==> config.mk <==
export PLATFORM = sky130hd
export DESIGN_NAME = donut_frame_sequencer_flat
export DESIGN_NICKNAME = d
export VERILOG_FILES = /design/src/rtl/donut_frame_sequencer_if.sv /design/src/rtl/donut_frame_sequencer.sv /design/src/flat_wrapper.sv
export SDC_FILE = /design/constraint.sdc
export NUM_CORES = 1
export LEC_CHECK = 0
export BUFFER_PORTS_ARGS = -buffer_cell sky130_fd_sc_hd__buf_4
export CAP_MARGIN = 20
export CORE_MARGIN = 2
export CORE_UTILIZATION = 50
export DETAILED_ROUTE_END_ITERATION = 10
export GPL_ROUTABILITY_DRIVEN = 0
export PLACE_DENSITY = 0.81
export SYNTH_ARGS = -nofsm -noshare
export SYNTH_HDL_FRONTEND = slang
export SYNTH_SLANG_ARGS = --single-unit
export TNS_END_PERCENT = 5
==> constraint.sdc <==
create_clock -name clk_i -period 2.4 [get_ports clk_i]
set_input_delay 0.12 -clock clk_i [delete_from_list [all_inputs] [get_ports clk_i]]
set_output_delay 0.12 -clock clk_i [all_outputs]
set_load 0.03 [all_outputs]
==> src/rtl/donut_frame_sequencer_if.sv <==
// ROM read port between the donut frame sequencer (master) and the 4-bit frame ROM (slave).
interface donut_frame_sequencer_if;
  logic        rom_cen_o;
  logic [31:0] rom_addr_o;
  logic [3:0]  rom_data_i;

  modport master (output rom_cen_o, output rom_addr_o, input rom_data_i);
  modport slave  (input rom_cen_o, input rom_addr_o, output rom_data_i);
endinterface

==> src/rtl/donut_frame_sequencer.sv <==
// Donut animation sequencer: VGA coordinates -> frame ROM address -> 12-bit RGB, latency 3.
// Optional macro DONUT_PALETTE_EN adds a writable 16x12 palette; otherwise shades map to a grey ramp.
//
// state   | meaning
// SHOW    | current frame on screen, counting vsync rising edges while run_i=1
// ADVANCE | single cycle in vblank that steps frame_o and frame_base
module donut_frame_sequencer #(
  parameter int          IMG_W       = 320,
  parameter int          IMG_H       = 220,
  parameter int          NUM_FRAMES  = 10,
  parameter int          SCALE_SHIFT = 1,
  parameter int          X_OFF       = 0,
  parameter int          Y_OFF       = 20,
  parameter int          FRAME_HOLD  = 6,
  parameter logic [11:0] BG_COLOR    = 12'h000
) (
  input  logic                           clk_i,
  input  logic                           rst_i,
  input  logic                           run_i,
  input  logic                           de_i,
  input  logic                           hsync_i,
  input  logic                           vsync_i,
  input  logic [9:0]                     x_i,
  input  logic [9:0]                     y_i,
  donut_frame_sequencer_if.master        rom,
  input  logic                           pal_we_i,
  input  logic [3:0]                     pal_addr_i,
  input  logic [11:0]                    pal_data_i,
  output logic [11:0]                    rgb_o,
  output logic                           de_o,
  output logic                           hsync_o,
  output logic                           vsync_o,
  output logic [3:0]                     frame_o
);

  localparam logic [31:0] X_OFF_L      = 32'(X_OFF);
  localparam logic [31:0] Y_OFF_L      = 32'(Y_OFF);
  localparam logic [31:0] WIN_W        = 32'(IMG_W << SCALE_SHIFT);
  localparam logic [31:0] WIN_H        = 32'(IMG_H << SCALE_SHIFT);
  localparam logic [31:0] ROW_STRIDE   = 32'(IMG_W);
  localparam logic [31:0] FRAME_STRIDE = 32'(IMG_W * IMG_H);
  localparam logic [31:0] S_MASK       = 32'((1 << SCALE_SHIFT) - 1);
  localparam int          HOLD_W       = (FRAME_HOLD > 1) ? $clog2(FRAME_HOLD) : 1;
  localparam logic [HOLD_W-1:0] HOLD_LAST  = HOLD_W'(FRAME_HOLD - 1);
  localparam logic [3:0]        FRAME_LAST = 4'(NUM_FRAMES - 1);

  typedef enum logic {SHOW, ADVANCE} state_t;

  state_t            state;
  logic [HOLD_W-1:0] hold_cnt;
  logic [31:0]       frame_base;
  logic [31:0]       row_base;
  logic              vsync_q;
  logic [1:0]        win_q;
  logic [2:0]        de_q, hs_q, vs_q;
  logic [31:0]       x_rel, y_rel;
  logic              in_win, vs_rise, row_end;
  logic [11:0]       shade_rgb;

  // Unsigned wrap makes coordinates left of / above the window fail the upper-bound test.
  assign x_rel   = {22'd0, x_i} - X_OFF_L;
  assign y_rel   = {22'd0, y_i} - Y_OFF_L;
  assign in_win  = de_i && (x_rel < WIN_W) && (y_rel < WIN_H);
  assign vs_rise = vsync_i && !vsync_q;
  assign row_end = in_win && (x_rel == WIN_W - 32'd1) && ((y_rel & S_MASK) == S_MASK);

  always_ff @(posedge clk_i) begin
    if (rst_i) begin
      state      <= SHOW;
      hold_cnt   <= '0;
      frame_o    <= '0;
      frame_base <= '0;
      vsync_q    <= 1'b0;
    end else begin
      vsync_q <= vsync_i;
      case (state)
        SHOW: begin
          if (vs_rise && run_i) begin
            if (hold_cnt == HOLD_LAST) begin
              hold_cnt <= '0;
              state    <= ADVANCE;
            end else begin
              hold_cnt <= hold_cnt + HOLD_W'(1);
            end
          end
        end
        ADVANCE: begin
          state <= SHOW;
          if (frame_o == FRAME_LAST) begin
            frame_o    <= '0;
            frame_base <= '0;
          end else begin
            frame_o    <= frame_o + 4'd1;
            frame_base <= frame_base + FRAME_STRIDE;
          end
        end
        default: state <= SHOW;
      endcase
    end
  end

  // A vsync edge coinciding with the last-column step must leave the new frame at row 0.
  always_ff @(posedge clk_i) begin
    if (rst_i) begin
      row_base <= '0;
    end else if (vs_rise) begin
      row_base <= '0;
    end else if (row_end) begin
      row_base <= row_base + ROW_STRIDE;
    end
  end

`ifdef DONUT_PALETTE_EN
  logic [11:0] pal [16];

  always_ff @(posedge clk_i) begin
    if (rst_i) begin
      for (int i = 0; i < 16; i++) pal[i] <= {3{4'(i)}};
    end else if (pal_we_i) begin
      pal[pal_addr_i] <= pal_data_i;
    end
  end

  assign shade_rgb = pal[rom.rom_data_i];
`else
  logic unused_pal;
  assign unused_pal = &{1'b0, pal_we_i, pal_addr_i, pal_data_i};
  assign shade_rgb  = {3{rom.rom_data_i}};
`endif

  always_ff @(posedge clk_i) begin
    if (rst_i) begin
      rom.rom_cen_o  <= 1'b0;
      rom.rom_addr_o <= '0;
      win_q          <= '0;
      de_q           <= '0;
      hs_q           <= '0;
      vs_q           <= '0;
      rgb_o          <= '0;
    end else begin
      rom.rom_cen_o <= in_win;
      if (in_win) rom.rom_addr_o <= frame_base + row_base + (x_rel >> SCALE_SHIFT);
      win_q <= {win_q[0], in_win};
      de_q  <= {de_q[1:0], de_i};
      hs_q  <= {hs_q[1:0], hsync_i};
      vs_q  <= {vs_q[1:0], vsync_i};
      if (!de_q[1])      rgb_o <= '0;
      else if (win_q[1]) rgb_o <= shade_rgb;
      else               rgb_o <= BG_COLOR;
    end
  end

  assign de_o    = de_q[2];
  assign hsync_o = hs_q[2];
  assign vsync_o = vs_q[2];

endmodule

==> src/flat_wrapper.sv <==
// flat-port wrapper written by rule: the top's interface ports become plain ports
module donut_frame_sequencer_flat 
#(
  parameter int          IMG_W       = 320,
  parameter int          IMG_H       = 220,
  parameter int          NUM_FRAMES  = 10,
  parameter int          SCALE_SHIFT = 1,
  parameter int          X_OFF       = 0,
  parameter int          Y_OFF       = 20,
  parameter int          FRAME_HOLD  = 6,
  parameter logic [11:0] BG_COLOR    = 12'h000
)
  (clk_i, rst_i, run_i, de_i, hsync_i, vsync_i, x_i, y_i, pal_we_i, pal_addr_i, pal_data_i, rgb_o, de_o, hsync_o, vsync_o, frame_o, rom_rom_cen_o, rom_rom_addr_o, rom_rom_data_i);
  donut_frame_sequencer_if rom_i ();
  input  logic clk_i;
  input  logic rst_i;
  input  logic run_i;
  input  logic de_i;
  input  logic hsync_i;
  input  logic vsync_i;
  input  logic [9:0] x_i;
  input  logic [9:0] y_i;
  input  logic pal_we_i;
  input  logic [3:0] pal_addr_i;
  input  logic [11:0] pal_data_i;
  output logic [11:0] rgb_o;
  output logic de_o;
  output logic hsync_o;
  output logic vsync_o;
  output logic [3:0] frame_o;
  output wire logic [$bits(rom_i.rom_cen_o)-1:0] rom_rom_cen_o;
  output wire logic [$bits(rom_i.rom_addr_o)-1:0] rom_rom_addr_o;
  input wire logic [$bits(rom_i.rom_data_i)-1:0] rom_rom_data_i;
  assign rom_rom_cen_o = rom_i.rom_cen_o;
  assign rom_rom_addr_o = rom_i.rom_addr_o;
  assign rom_i.rom_data_i = rom_rom_data_i;
  donut_frame_sequencer #(.IMG_W(IMG_W), .IMG_H(IMG_H), .NUM_FRAMES(NUM_FRAMES), .SCALE_SHIFT(SCALE_SHIFT), .X_OFF(X_OFF), .Y_OFF(Y_OFF), .FRAME_HOLD(FRAME_HOLD), .BG_COLOR(BG_COLOR)) u_core (.clk_i(clk_i), .rst_i(rst_i), .run_i(run_i), .de_i(de_i), .hsync_i(hsync_i), .vsync_i(vsync_i), .x_i(x_i), .y_i(y_i), .rom(rom_i), .pal_we_i(pal_we_i), .pal_addr_i(pal_addr_i), .pal_data_i(pal_data_i), .rgb_o(rgb_o), .de_o(de_o), .hsync_o(hsync_o), .vsync_o(vsync_o), .frame_o(frame_o));
endmodule
==> results.py <==
metrics = {
    "sta": {
        "finalCritPeriodShare": 1.08,
        "worst_slack_ps": -202,
        "post-route-min-period_ps": 2600,
        "tightestPinTransition_ps": 912,
        "skew_ps": 5.27,
        "final-setup-viol-count": 16,
        "fmax_ghz": 0.384,
        "max_slew_margin": 0.391,
        "final_max_slew_viol_count": 0,
        "hold_slack_ps": 13.6,
        "rsz0062_at_grt": "true",
        "hold_viol": 0,
        "finalSetupTns_ps": -1540,
    },
    "global_routing": {
        "globalRoute.totalOverflow": 0,
        "grt_first_pass_wirelength_mm": 28.5,
        "grtUsageTotal": 0.264,
        "grt_pass1_vias": 5999,
        "grt_max_degree": 39,
        "grt_antenna_before_repair": 0,
    },
    "final_layout": {
        "drive_gt1_frac": 0.269,
        "area_growth_pct": 29.8,
        "n_antenna_cell": 0,
        "postLayoutCellArea_um2": 8300,
        "nets": 1023,
    },
    "yosys": {
        "yosys-top-cells-count": "105 x dfxtp_1, 77 x nand2_1, 74 x nor2_1, 59 x a21oi_1, 53 x ha_1",
        "ys_types": 72,
        "synth.most_common_cell": "dfxtp_1",
        "synth_fp_nets": 863,
        "synthFlopType": "dfxtp_1",
        "synthTopCellsByArea": "dfxtp_1 33%, ha_1 10%, a21oi_1 4.6%",
        "synth_seq_area_share": 0.329,
        "synthAdderAreaFrac": 0.107,
        "synthMuxAreaShare": 0.00626,
        "synth_simple_gate_area_frac": 0.255,
        "synth_area_per_cell_um2": 8.39,
        "synth_edf_count": 0,
        "synth-seq-cells": 105,
        "synthXorXnorAreaFrac": 0.0699,
        "yosysWarnings": 0,
        "synth_top_family_by_area": "simple AND/OR/NAND/NOR gates",
        "syn_area_um2": 6390,
        "async_flop_share": 0,
        "synth_top_area_cell": "dfxtp_1",
        "synth_compound_area_frac": 0.184,
        "syn-instance-count": 762,
        "synth_top_area_share": 0.329,
    },
    "routing": {
        "wl_mm": 17.4,
        "drcViolationCount": 0,
        "drt_first_pass_iters": 5,
        "postRouteAntennaNets": 0,
        "wl_per_cell_um": 15.9,
        "route.vias.total": 6376,
        "drtIter0Drc": 507,
        "viasPerCell": 5.80,
    },
    "worst_setup_path": {
        "path_buf_inv": 1,
        "end_kind": "register",
        "cpMaxStageDelayCell": "fa_1",
        "crit_chain": "fa_1, ha_4, a21o_1, a211o_1, a21oi_2, buf_6, a21boi_2, o21a_1, a311o_1, o211ai_1",
        "r2r-start": "u_core.frame_base[8]",
        "worstRegToRegCells": 10,
        "cp_data_arrival_time_ps": 2890,
        "path_depth": 10,
        "cp_max_fo": 6,
        "regToRegSetupSlack_ps": -200,
        "r2r_end": "u_core.rom.rom_addr_o[25]",
        "path_class": "register to register",
        "crit_path_start_kind": "register",
        "critPathMaxStageDelay_ps": 550,
        "crit_family": "compound AO/OA/AOI/OAI gates",
        "critical_path_required_ps": 2690,
    },
    "place": {
        "dpl_cell_area_um2": 7820,
        "portBuffers": 80,
        "dp_hpwl_mm": 13.0,
    },
    "floorplanning": {
        "pin_count": 99,
        "die_h_um": 117,
        "fp.dieW_um": 117,
        "fp-row-count": 41,
        "start_util": 0.509,
        "coreArea_um2": 12600,
        "design.die.area_um2": 13700,
    },
    "worst_hold_path": {
        "min_path_type": "primary input to register",
        "hold_start": "rom_rom_data_i[3]",
        "whs_path_depth": 2,
        "min_to": "u_core.rgb_o[7]",
    },
    "power_and_ir_drop": {
        "cellLeakagePower_nw": 3.64,
        "total_power_w": 0.00368,
        "cellPowerDensity_nw_per_um2": 443,
        "ir_worst_vdd_v": 0.000341,
    },
    "run": {
        "drv_cap": 0,
    },
    "outcome": {
        "status": "finished, violations left",
        "violations": "negative setup slack",
    },
    "clock_tree": {
        "cts_max_level": 3,
        "clockRootBuffer": "clkbuf_16",
        "clkSlewWorstSetupHoldPaths_ps": 70,
        "cts.sinks": 105,
        "cts_made_buffers": 9,
        "clockBufferDepth": 2,
        "clk_latency_ps": 360,
        "cts_tree": "built",
    },
}
[logic make-up (layout without fill, tap and decap cells)]
| kind of cell | count (synthesis) | in the layout |
|---|---|---|
| buf+inv | 63 | 228 |
| other cells | 1 | 1 |
| fa+ha+maj | 54 | 54 |
| flops | 105 | 105 |
| simple gates | 310 | 310 |
| xor+xnor | 51 | 51 |
| compound gates | 174 | 174 |
| mux | 4 | 4 |
[what timing repair did]
action	in CTS	in global routing
hold buffers	5	0
gates resized for setup	17	10
endpoints found under the hold margin	5	0
pin swaps	26	18
buffers inserted	2	1
endpoints found under the setup margin	16	19
[layout by cell type, fill, tap and decap left out, drive strengths merged, types with 13 or more instances in the layout]
master and instances:
dfxtp 105, a21oi 60, o21ai 27, nand4 21, nand3b 13, inv 24
xnor2 24, nand3 22, nor3 17, a211oi 13, nand2 77, nor2b 14
buf 184, ha 53, nor2 75, xor2 27
[layer usage]
metal	vias to the layer above	track usage	share of wire
met1	3036	0.341	0.44
met3	29	0.0572	0.071
met5	-	0	0
met2	236	0.437	0.47
met4	0	0.0957	0.019
li1	3075	-	-
[flip-flops by register name, summed over array words and instances, names as in the netlist]
register               cells
u_core.rom.rom_addr_o     32
u_core.hold_cnt            3
u_core.de_q                3
u_core.win_q               2
u_core.row_base           26
u_core.hs_q                3
u_core.frame_base         24
u_core.frame_o             4
u_core.vs_q                3
u_core.rgb_o               4
u_core.state               1
[cell type report]
type                            count  area (um^2)
Clock buffer                       10          229
Clock inverter                      6         91.3
Fill cell                        1001         4270
Multi-Input combinational cell    594         4110
Sequential cell                   105         2100
Inverter                           23         86.3
Timing Repair Buffer              189         1460
Tap cell                          172          215
[how the worst max path moves through the flow]
stage / to / slack (ps) / from
after floorplan: u_core.rom.rom_addr_o[25] / -110 / u_core.row_base[8]
after detailed placement: u_core.rom.rom_addr_o[25] / -230 / u_core.row_base[8]
after CTS: u_core.rom.rom_addr_o[25] / -180 / u_core.frame_base[8]
final: u_core.rom.rom_addr_o[25] / -200 / u_core.frame_base[8]
after global placement: u_core.rom.rom_addr_o[26] / -160 / u_core.row_base[8]
after global routing: u_core.rom.rom_addr_o[28] / -260 / u_core.frame_base[8]
[per-stage QoR]
step	util	setup WS [ps]	instances
2_1_floorplan	-	-114	762
3_3_place_gp	0.622	-161	1075
3_5_place_dp	0.622	-232	1075
4_1_cts	0.656	-185	1098
5_1_grt	0.660	-265	1099
6_report	0.660	-202	1099
[report_power, final]
part | total, W | internal, W | switching, W
Sequential | 0.00177 | 0.00176 | 0.00000986
Combinational | 0.000297 | 0.000118 | 0.000179
Clock | 0.00161 | 0.000921 | 0.000687
Total | 0.00368 | 0.00280 | 0.000876
Power figures use the tool's default switching activity.
